## config.mk

```make
export PLATFORM = sky130hd
export DESIGN_NAME = cpu_param
export DESIGN_NICKNAME = d
export VERILOG_FILES = /design/src/rtl/cpu_pkg.sv /design/src/rtl/reg_file_param.sv /design/src/rtl/cpu_param.sv
export SDC_FILE = /design/constraint.sdc
export NUM_CORES = 1
export LEC_CHECK = 0
export ABC_AREA = 1
export BUFFER_PORTS_ARGS = -buffer_cell sky130_fd_sc_hd__buf_2
export CAP_MARGIN = 25
export CORE_UTILIZATION = 56
export CTS_CLUSTER_DIAMETER = 60
export DETAILED_ROUTE_END_ITERATION = 12
export MAX_ROUTING_LAYER = met4
export PLACE_DENSITY = 0.81
export SYNTH_ARGS = -nofsm -noshare
export SYNTH_HDL_FRONTEND = slang
export SYNTH_SLANG_ARGS = --single-unit
export TNS_END_PERCENT = 30
```

## constraint.sdc

```tcl
create_clock -name CLK -period 2.9 [get_ports CLK]
set_clock_uncertainty 0.15 [all_clocks]
set_input_delay 0.145 -clock CLK [delete_from_list [all_inputs] [get_ports CLK]]
set_output_delay 0.145 -clock CLK [all_outputs]
set_load 0.01 [all_outputs]
```

## src/rtl/cpu_pkg.sv

```systemverilog
// Shared constants for cpu_param: opcodes, instruction field positions, ALU/FSM enums and the decoder.
package cpu_pkg;

    localparam logic [7:0] OP_LOADI = 8'h00;
    localparam logic [7:0] OP_MOV   = 8'h01;
    localparam logic [7:0] OP_ADD   = 8'h02;
    localparam logic [7:0] OP_SUB   = 8'h03;
    localparam logic [7:0] OP_AND   = 8'h04;
    localparam logic [7:0] OP_OR    = 8'h05;
    localparam logic [7:0] OP_J     = 8'h06;
    localparam logic [7:0] OP_BEQ   = 8'h07;
    localparam logic [7:0] OP_MULT  = 8'h08;

    localparam int OPC_HI = 31;
    localparam int OPC_LO = 24;
    localparam int RD_HI  = 23;
    localparam int RD_LO  = 16;
    localparam int RT_HI  = 15;
    localparam int RT_LO  = 8;
    localparam int RS_HI  = 7;
    localparam int RS_LO  = 0;

    typedef enum logic [2:0] {
        ALU_IMM,
        ALU_MOV,
        ALU_ADD,
        ALU_SUB,
        ALU_AND,
        ALU_OR
    } alu_op_e;

    typedef enum logic {
        ST_EXEC,
        ST_MUL_BUSY
    } cpu_state_e;

    typedef struct packed {
        alu_op_e alu_op;
        logic    reg_we;
        logic    jump;
        logic    branch;
        logic    mult;
        logic    illegal;
    } dec_t;

    // mul_en folds the multiplier build option into decode: without it 08 is just another illegal opcode.
    function automatic dec_t decode(input logic [7:0] opc, input logic mul_en);
        dec_t d;
        d = '0;
        case (opc)
            OP_LOADI: begin d.alu_op = ALU_IMM; d.reg_we = 1'b1; end
            OP_MOV:   begin d.alu_op = ALU_MOV; d.reg_we = 1'b1; end
            OP_ADD:   begin d.alu_op = ALU_ADD; d.reg_we = 1'b1; end
            OP_SUB:   begin d.alu_op = ALU_SUB; d.reg_we = 1'b1; end
            OP_AND:   begin d.alu_op = ALU_AND; d.reg_we = 1'b1; end
            OP_OR:    begin d.alu_op = ALU_OR;  d.reg_we = 1'b1; end
            OP_J:     d.jump = 1'b1;
            OP_BEQ:   d.branch = 1'b1;
            OP_MULT:  begin
                if (mul_en) d.mult = 1'b1;
                else        d.illegal = 1'b1;
            end
            default:  d.illegal = 1'b1;
        endcase
        return d;
    endfunction

endpackage

```

## src/rtl/reg_file_param.sv

```systemverilog
// Register file: two asynchronous operand reads, one debug read, one synchronous write, synchronous clear.
module reg_file_param
    import cpu_pkg::*;
#(
    parameter int DATA_W     = 8,
    parameter int REG_ADDR_W = 3
) (
    input  logic                  CLK,
    input  logic                  RESET,
    input  logic                  wr_en,
    input  logic [REG_ADDR_W-1:0] wr_addr,
    input  logic [DATA_W-1:0]     wr_data,
    input  logic [REG_ADDR_W-1:0] rd_addr_a,
    output logic [DATA_W-1:0]     rd_data_a,
    input  logic [REG_ADDR_W-1:0] rd_addr_b,
    output logic [DATA_W-1:0]     rd_data_b,
    input  logic [REG_ADDR_W-1:0] dbg_addr,
    output logic [DATA_W-1:0]     dbg_data
);

    localparam int NREGS = 1 << REG_ADDR_W;

    logic [NREGS-1:0][DATA_W-1:0] regs;

    always_ff @(posedge CLK) begin
        if (RESET)      regs <= '0;
        else if (wr_en) regs[wr_addr] <= wr_data;
    end

    assign rd_data_a = regs[rd_addr_a];
    assign rd_data_b = regs[rd_addr_b];
    assign dbg_data  = regs[dbg_addr];

endmodule

```

## src/rtl/cpu_param.sv

```systemverilog
// Single-issue parametrised CPU core with j/beq, fetch stall and illegal-opcode flag.
// Define CPU_MUL_EN to add the iterative shift-add multiplier (opcode 08).
module cpu_param
    import cpu_pkg::*;
#(
    parameter int DATA_W     = 8,
    parameter int REG_ADDR_W = 3,
    parameter int PC_W       = 32
) (
    input  logic                  CLK,
    input  logic                  RESET,
    input  logic [31:0]           INSTRUCTION,
    input  logic                  BUSYWAIT,
    output logic [PC_W-1:0]       PC,
    output logic                  ILLEGAL,
    output logic                  BUSY,
    input  logic [REG_ADDR_W-1:0] DBG_ADDR,
    output logic [DATA_W-1:0]     DBG_DATA
);

`ifdef CPU_MUL_EN
    localparam logic MUL_EN = 1'b1;
`else
    localparam logic MUL_EN = 1'b0;
`endif

    logic [7:0]            opc, imm8, off8;
    logic [REG_ADDR_W-1:0] rd_a, rt_a, rs_a;
    logic [DATA_W-1:0]     rt_d, rs_d, imm_x, alu_y;
    logic [PC_W-1:0]       pc_seq, pc_tgt;
    dec_t                  dec;
    logic                  exec_go, take;
    logic                  wr_en;
    logic [REG_ADDR_W-1:0] wr_addr;
    logic [DATA_W-1:0]     wr_data;
    logic                  mul_done;
    logic                  unused_fields;

    assign opc  = INSTRUCTION[OPC_HI:OPC_LO];
    assign off8 = INSTRUCTION[RD_HI:RD_LO];
    assign imm8 = INSTRUCTION[RS_HI:RS_LO];
    assign rd_a = INSTRUCTION[RD_LO +: REG_ADDR_W];
    assign rt_a = INSTRUCTION[RT_LO +: REG_ADDR_W];
    assign rs_a = INSTRUCTION[RS_LO +: REG_ADDR_W];
    assign unused_fields = ^INSTRUCTION[RT_HI:RT_LO];

    assign dec   = decode(opc, MUL_EN);
    assign imm_x = DATA_W'($signed(imm8));

    reg_file_param #(
        .DATA_W     (DATA_W),
        .REG_ADDR_W (REG_ADDR_W)
    ) u_rf (
        .CLK       (CLK),
        .RESET     (RESET),
        .wr_en     (wr_en),
        .wr_addr   (wr_addr),
        .wr_data   (wr_data),
        .rd_addr_a (rt_a),
        .rd_data_a (rt_d),
        .rd_addr_b (rs_a),
        .rd_data_b (rs_d),
        .dbg_addr  (DBG_ADDR),
        .dbg_data  (DBG_DATA)
    );

    always_comb begin
        alu_y = '0;
        case (dec.alu_op)
            ALU_IMM: alu_y = imm_x;
            ALU_MOV: alu_y = rs_d;
            ALU_ADD: alu_y = rt_d + rs_d;
            ALU_SUB: alu_y = rt_d - rs_d;
            ALU_AND: alu_y = rt_d & rs_d;
            ALU_OR:  alu_y = rt_d | rs_d;
            default: alu_y = '0;
        endcase
    end

    // Branch offset counts words relative to the following instruction.
    assign pc_seq = PC + PC_W'(4);
    assign pc_tgt = pc_seq + (PC_W'($signed(off8)) << 2);
    assign take   = dec.jump | (dec.branch & (rt_d == rs_d));

`ifdef CPU_MUL_EN
    localparam int CNT_W = $clog2(DATA_W) + 1;

    cpu_state_e            state, state_nx;
    logic [DATA_W-1:0]     mul_acc, mul_mcand, mul_mplier, mul_sum;
    logic [REG_ADDR_W-1:0] mul_rd;
    logic [CNT_W-1:0]      mul_cnt;
    logic                  mul_last;

    assign mul_last = (mul_cnt == CNT_W'(DATA_W - 1));
    assign mul_sum  = mul_acc + (mul_mplier[0] ? mul_mcand : '0);

    always_ff @(posedge CLK) begin
        if (RESET) state <= ST_EXEC;
        else       state <= state_nx;
    end

    always_comb begin
        state_nx = state;
        case (state)
            ST_EXEC:     if (!BUSYWAIT && dec.mult) state_nx = ST_MUL_BUSY;
            ST_MUL_BUSY: if (mul_last) state_nx = ST_EXEC;
            default:     state_nx = ST_EXEC;
        endcase
    end

    always_comb begin
        exec_go  = (state == ST_EXEC) && !BUSYWAIT;
        BUSY     = (state == ST_MUL_BUSY);
        mul_done = (state == ST_MUL_BUSY) && mul_last;
    end

    // One multiplier bit per cycle; the final partial sum is written straight from mul_sum.
    always_ff @(posedge CLK) begin
        if (RESET) begin
            mul_acc    <= '0;
            mul_mcand  <= '0;
            mul_mplier <= '0;
            mul_rd     <= '0;
            mul_cnt    <= '0;
        end else if (exec_go && dec.mult) begin
            mul_acc    <= '0;
            mul_mcand  <= rt_d;
            mul_mplier <= rs_d;
            mul_rd     <= rd_a;
            mul_cnt    <= '0;
        end else if (BUSY) begin
            mul_acc    <= mul_sum;
            mul_mcand  <= mul_mcand << 1;
            mul_mplier <= mul_mplier >> 1;
            mul_cnt    <= mul_cnt + CNT_W'(1);
        end
    end

    assign wr_en   = (exec_go && dec.reg_we) || mul_done;
    assign wr_addr = mul_done ? mul_rd  : rd_a;
    assign wr_data = mul_done ? mul_sum : alu_y;
`else
    assign exec_go  = !BUSYWAIT;
    assign BUSY     = 1'b0;
    assign mul_done = 1'b0;
    assign wr_en    = exec_go && dec.reg_we;
    assign wr_addr  = rd_a;
    assign wr_data  = alu_y;
`endif

    always_ff @(posedge CLK) begin
        if (RESET) begin
            PC      <= '0;
            ILLEGAL <= 1'b0;
        end else begin
            ILLEGAL <= exec_go && dec.illegal;
            if (exec_go && !dec.mult) PC <= take ? pc_tgt : pc_seq;
            else if (mul_done)        PC <= pc_seq;
        end
    end

endmodule

```

==> run summary, run 1 <==
Status: complete, but fails checks
Number of flops mapped to enable cells by yosys: 0
Drt pass-1 iters: 6
CTS Buf Count: 9
Clock Tree Root: clkbuf_16
Post-Synth Simple-Gate Area: 0.332
WS Path Type: reg -> reg
Xor/xnor cell area share of the yosys netlist: 0.0219
Failing checks: negative setup slack
CTS tree: yes
Setup violations, final: 24
HPWL after DPL: 27300 um
Max-slew headroom: 0.370
DR vias/cell: 6.10
Min-delay src: INSTRUCTION[28]
Util after Layout: 0.802
Drt total wl: 41300 um
Antenna Cells: 0
P&R area growth vs syn: 39.2%
Vias in the first global route: 10.8k
Compound-Gate Fraction of Synth Area: 0.235
Worst setup SP type: flop
Register area share after synthesis: 0.190
Worst slew pin tran: 942 ps
RSZ-0062 raised after global routing: true
PnR worst setup slack: -107 ps
Async S/R FF share, synth: 0
First-pass GRT wire length: 55800 um
Critical Path AT: 3120 ps
Mux contribution to synthesized area: 0
Worst setup EP type: flop
CTS HTree Levels: 3
Iteration-0 DRC count of the detailed router: 1788
Clock Sinks: 95
Top_reg_cell synth: dfxtp_1
Leakage: 6.72 nW
Finished Cell Area: 13900 um2
Via Count: 13.2k
Antenna violations before repair: 0
WL/cell: 19.1 um
Maxcap violations: 0
DIE WIDTH: 136 um
Cell Area, Placed: 11800 um2
Largest net degree at the start of global routing: 59
Fin. Hold Viols: 0
R2r endpoint: PC[26]
Hold/Removal Path Class: in -> reg
Peak supply drop: 0.000377 V
Worst r2r path cells: 16
Synthesis Warnings: 0
Syn_area_per_cell: 5.85 um2
Pwr/cell area: 303 nW/um2
Fin crit share: 1.04
Synthesis-stage register bit count: 95
Synth unique cells: 47
Slew Limit Fails: 0
Maximum fanout along the worst path: 5
Reg2reg setup slack: -110 ps
Num rows: 48
Clock slew at reported path FFs: 70 ps
FF-to-FF Start: PC[2]
Clock latency on the worst-skew pair: 370 ps
Hold depth: 5
Crit path time final: 3010 ps
CP required: 3010 ps
Core Area: 17400 um2
Placed cells: 2133
Post-CTS Hold Fix Bufs: 0
Gpl congestion: 1.00
Hold path endpoint: ILLEGAL
Grt total ovfl: 0
Port-buffer cells: 71
Final net count: 2040
Adder-cell area share of the yosys netlist: 0.0811
Cells after synthesis: 1709
Finished Layout Cells: 2169
Fmax: 0.333 GHz
Hold slack final: 33.8 ps
Die Height: 136 um
Total track usage: 0.402
I/O pin cnt: 80
Max clock buf depth: 2
Die area: 18400 um2
Starting density of the core: 0.576
Post-Syn Area: 9990 um2
Final antenna-violating net count: 0
DR DRC count: 0
Place WS: -288 ps
Largest family of logic cells by synthesized area: simple AND/OR/NAND/NOR gates
Fraction of layout cells with a size suffix above 1: 0.336
==> cells by family after synthesis <==
| family | Yosys count |
|---|---|
| adders and majority gates | 63 |
| other | 1 |
| buffers and inverters | 342 |
| DFF | 95 |
| and+or+nand+nor | 758 |
| AOI/OAI and AO/OA | 425 |
| xor gates and xnor gates | 25 |
==> sequential cells by signal, summed over array words and instances, names as in the netlist <==
signal,cells
u_rf.regs,64
PC,30
ILLEGAL,1
==> power by group <==
part           switching [W]  internal (W)
clock network       0.000591      0.000682
logic               0.000944      0.000648
registers          0.0000305       0.00133
total                0.00157       0.00266
==> worst max-delay path, stage by stage, from the launching register on <==
cell     delay, ps
dfxtp_4        420
ha_4           160
inv_4           40
nor3_4         260
nand3_4        230
nor2_4         230
xor2_4         110
ha_4           320
nand2_4         90
nor3_4         240
nand2_1        100
nor2_1         110
nand2_1        100
nand4_1        110
nand3_1         90
nand3_1         80
nand2_1         50
==> stage by stage <==
| stage | TNS [ps] | total power, W |
|---|---|---|
| 2_1_floorplan | 0 | 0.00211 |
| 3_3_place_gp | -10640 | 0.00261 |
| 3_5_place_dp | -15440 | 0.00263 |
| 4_1_cts | -34.5 | 0.00391 |
| 5_1_grt | -9730 | 0.00436 |
| 6_report | -850 | 0.00422 |
==> layout by cell type (no fill, tap or decap), types with 10 or more instances in the layout <==
cell / instances
o21ai_2: 14
o21a_1: 15
dfxtp_1: 78
nand2_4: 13
nor2_4: 29
inv_2: 30
ha_1: 25
o21ai_1: 23
nand2_1: 340
dfxtp_2: 10
buf_4: 188
nor2_2: 42
a21oi_1: 147
nand2_2: 62
ha_4: 33
nand3_1: 107
nand3_2: 27
a21oi_2: 30
inv_1: 241
nand4_1: 24
o211ai_1: 11
clkbuf_16: 10
o21ai_0: 144
a31oi_1: 10
nor2_1: 80
buf_12: 12
buf_2: 71
==> repair_timing <==
action,in CTS,in global routing
setup endpoints to repair,81,86
gates resized for setup,56,336
gates cloned,0,1
pin swaps,8,126
setup buffers,4,15
==> per-layer routing <==
layer  GRT usage  wire (um)  share of wire  vias to the layer above
li1            -          -              -                     5999
met1       0.557      16200           0.39                     6095
met2       0.594      18100           0.44                      978
met3      0.0864       5590           0.14                      166
met4      0.0824       1450          0.035                        0
met5           -          0              0                        -
==> worst max path at each step <==
| stage | start | endpoint | slack [ps] |
|---|---|---|---|
| 2_1_floorplan | INSTRUCTION[8] | PC[10] | 7 |
| 3_3_place_gp | INSTRUCTION[9] | u_rf.regs[13] | -220 |
| 3_5_place_dp | INSTRUCTION[9] | u_rf.regs[45] | -290 |
| 6_report | PC[2] | PC[26] | -110 |
| 5_1_grt | PC[7] | PC[26] | -320 |
| 4_1_cts | PC[2] | PC[26] | -20 |
==> layout make-up <==
class	count	area (um2)
well taps	225	282
multi-input cells	1274	8210
clock inverters	5	66.3
clock buffers	11	233
repair buffers	280	2120
inverters	279	1060
flip-flops and latches	95	1940
fillers	1203	3440
==> Yosys cell counts (4+ instances only) <==
cell type | instances | area share
a21oi_4 | 5 | 0.0081
nand3_1 | 137 | 0.069
nand2_1 | 413 | 0.16
buf_2 | 18 | 0.0090
o21a_1 | 15 | 0.011
nor2_2 | 9 | 0.0056
o21ai_2 | 8 | 0.0070
inv_2 | 11 | 0.0041
inv_1 | 265 | 0.10
nor3_2 | 4 | 0.0040
buf_6 | 5 | 0.0056
buf_4 | 10 | 0.0075
o21bai_1 | 10 | 0.0075
a21oi_1 | 180 | 0.090
o21ai_1 | 12 | 0.0060
a31oi_1 | 10 | 0.0063
xnor2_1 | 11 | 0.0096
a221oi_1 | 5 | 0.0044
clkbuf_1 | 28 | 0.011
nor2_4 | 11 | 0.012
ha_1 | 60 | 0.075
nor2_1 | 131 | 0.049
nand4_1 | 24 | 0.015
or2_2 | 6 | 0.0038
o21ai_0 | 163 | 0.082
dfxtp_1 | 95 | 0.19
xor2_1 | 14 | 0.012
o211ai_1 | 11 | 0.0083
and2_1 | 4 | 0.0025
nand3b_1 | 4 | 0.0030
nor3_1 | 6 | 0.0030
No activity file was read; power rests on OpenSTA's default activity.
==> inputs of run 2 (changes only) <==
--- a/config.mk
+++ b/config.mk
@@ -6,13 +6,15 @@
 export NUM_CORES = 1
 export LEC_CHECK = 0
 export ABC_AREA = 1
-export BUFFER_PORTS_ARGS = -buffer_cell sky130_fd_sc_hd__buf_2
+export BUFFER_PORTS_ARGS = -buffer_cell sky130_fd_sc_hd__buf_4
 export CAP_MARGIN = 25
-export CORE_UTILIZATION = 56
+export CELL_PAD_IN_SITES_DETAIL_PLACEMENT = 1
+export CELL_PAD_IN_SITES_GLOBAL_PLACEMENT = 2
+export CORE_UTILIZATION = 29
 export CTS_CLUSTER_DIAMETER = 60
 export DETAILED_ROUTE_END_ITERATION = 12
 export MAX_ROUTING_LAYER = met4
-export PLACE_DENSITY = 0.81
+export PLACE_DENSITY = 0.8
 export SYNTH_ARGS = -nofsm -noshare
 export SYNTH_HDL_FRONTEND = slang
 export SYNTH_SLANG_ARGS = --single-unit
==> run summary, run 2 (synthesized netlist as in run 1, its figures left out) <==
Worst setup SP type: flop
Iteration-0 DRC count of the detailed router: 799
Drt total wl: 49100 um
P&R area growth vs syn: 54.3%
Pwr/cell area: 288 nW/um2
Hold depth: 5
Peak supply drop: 0.000246 V
Clock Tree Root: clkbuf_16
Max-slew headroom: 0.344
HPWL after DPL: 36200 um
WL/cell: 19.7 um
Most frequent cells in the layout: nand2_1 (341), buf_4 (340), inv_1 (229), a21oi_1 (142), o21ai_0 (138)
Largest register FFs: 64
Finished Cell Area: 15400 um2
PnR worst setup slack: -122 ps
CTS HTree Levels: 3
Reg2reg setup slack: -120 ps
Antenna Cells: 0
Worst setup EP type: flop
R2r endpoint: PC[16]
Final antenna-violating net count: 0
Slew Limit Fails: 0
Via Count: 13.0k
Critical Path End: PC[16]
Maximum fanout along the worst path: 5
Port-buffer cells: 71
Hold slack final: 12.5 ps
DR vias/cell: 5.23
Critical Path AT: 3130 ps
Largest Register: u_rf.regs
Maxcap violations: 0
Status: complete, but fails checks
CTS Buf Count: 9
Crit path time final: 3020 ps
Die area: 35200 um2
Worst setup path startpoint: PC[2]
RSZ-0062 raised after global routing: true
CTS tree: yes
Drt pass-1 iters: 5
Clock Sinks: 95
Leakage: 7.33 nW
Num rows: 67
Fin. Hold Viols: 0
Hold/Removal Path Class: in -> reg
Worst r2r path cells: 17
Largest net degree at the start of global routing: 59
Starting density of the core: 0.297
Commonest non-fill, non-tap cell in the layout: nand2_1
Fmax: 0.331 GHz
Max clock buf depth: 2
Total track usage: 0.274
DIE WIDTH: 188 um
DR DRC count: 0
Grt total ovfl: 0
CP required: 3010 ps
WS Path Type: reg -> reg
Antenna violations before repair: 0
Total Power: 0.00444 W
Final net count: 2139
Fraction of layout cells with a size suffix above 1: 0.385
Clock latency on the worst-skew pair: 360 ps
Worst slew pin tran: 980 ps
Clock slew at reported path FFs: 70 ps
Biggest registers after layout: u_rf.regs x64, PC x30, ILLEGAL x1
Die Height: 188 um
Cell Area, Placed: 12900 um2
Vias in the first global route: 13.2k
FF-to-FF Start: PC[2]
First-pass GRT wire length: 73700 um
Finished Layout Cells: 2491
Gpl congestion: 0.899
I/O pin cnt: 80
Placed cells: 2429
Fin crit share: 1.04
Core Area: 33700 um2
Setup violations, final: 25
Failing checks: negative setup slack
-- run 2: changes by cell type in the layout (fill, tap and decap cells not counted), moves of 6 or more --
cell and change:
buf_4 +152, buf_2 -71, nand3_1 -18, nand3_2 +16
buf_6 +14, inv_2 +13, inv_1 -12, nor2_2 -6
o21ai_0 -6
-- run 2: routing by layer --
layer  track usage  vias to the layer above  part of all wire
li1              -                     6195                 -
met2         0.434                      355              0.46
met5             -                        -                 0
met4        0.0679                        0             0.025
met1         0.368                     6406              0.46
met3        0.0343                       82             0.052
-- run 2: how the worst min path moves through the flow --
stage | slack (ps) | end | from
floorplan | 220 | ILLEGAL | INSTRUCTION[28]
detailed placement | 360 | PC[30] | PC[30]
finish | 10 | ILLEGAL | INSTRUCTION[29]
global placement | 350 | PC[30] | PC[30]
global route | 60 | PC[12] | BUSYWAIT
CTS | 4 | ILLEGAL | INSTRUCTION[29]
-- run 2: cell type report --
| type | count | area, um2 |
|---|---|---|
| well taps | 448 | 561 |
| fillers | 4368 | 18300 |
| clock inverters | 4 | 45.0 |
| repair buffers | 379 | 3120 |
| clock buffers | 12 | 246 |
| flip-flops and latches | 95 | 1930 |
| multi-input cells | 1274 | 8470 |
| inverters | 279 | 1060 |
-- run 2: what timing repair did --
item,CTS,global route
hold endpoints to repair,1,0
buffers inserted,21,24
resized for setup,222,245
pin swaps,57,145
setup endpoints to repair,86,86
hold buffers,1,0
-- run 2: critical path: stages (launching register included) --
cell,delay [ps]
dfxtp_4,400
buf_6,110
inv_2,50
nor2_4,260
nand2_4,140
xnor2_2,220
ha_1,330
a21oi_2,180
buf_4,140
nor2_1,30
nor2_1,140
nand3_2,150
nand2_1,100
nand2_1,80
xnor2_2,210
nand2_1,100
nand2_1,80
nand2_1,50
-- run 2: report_power, final --
group	total (W)	switching [W]	internal, W
clock network	0.00127	0.000580	0.000691
logic	0.00182	0.00104	0.000779
registers	0.00135	0.0000240	0.00133
-- run 2: metrics by stage --
| stage | setup WS (ps) | TNS (ps) | utilization |
|---|---|---|---|
| 2_1_floorplan | 7.23 | 0 | - |
| 3_3_place_gp | -420 | -24360 | 0.381 |
| 3_5_place_dp | -481 | -29870 | 0.381 |
| 4_1_cts | -9.64 | -48.0 | 0.423 |
| 5_1_grt | -236 | -8000 | 0.458 |
| 6_report | -122 | -1070 | 0.458 |
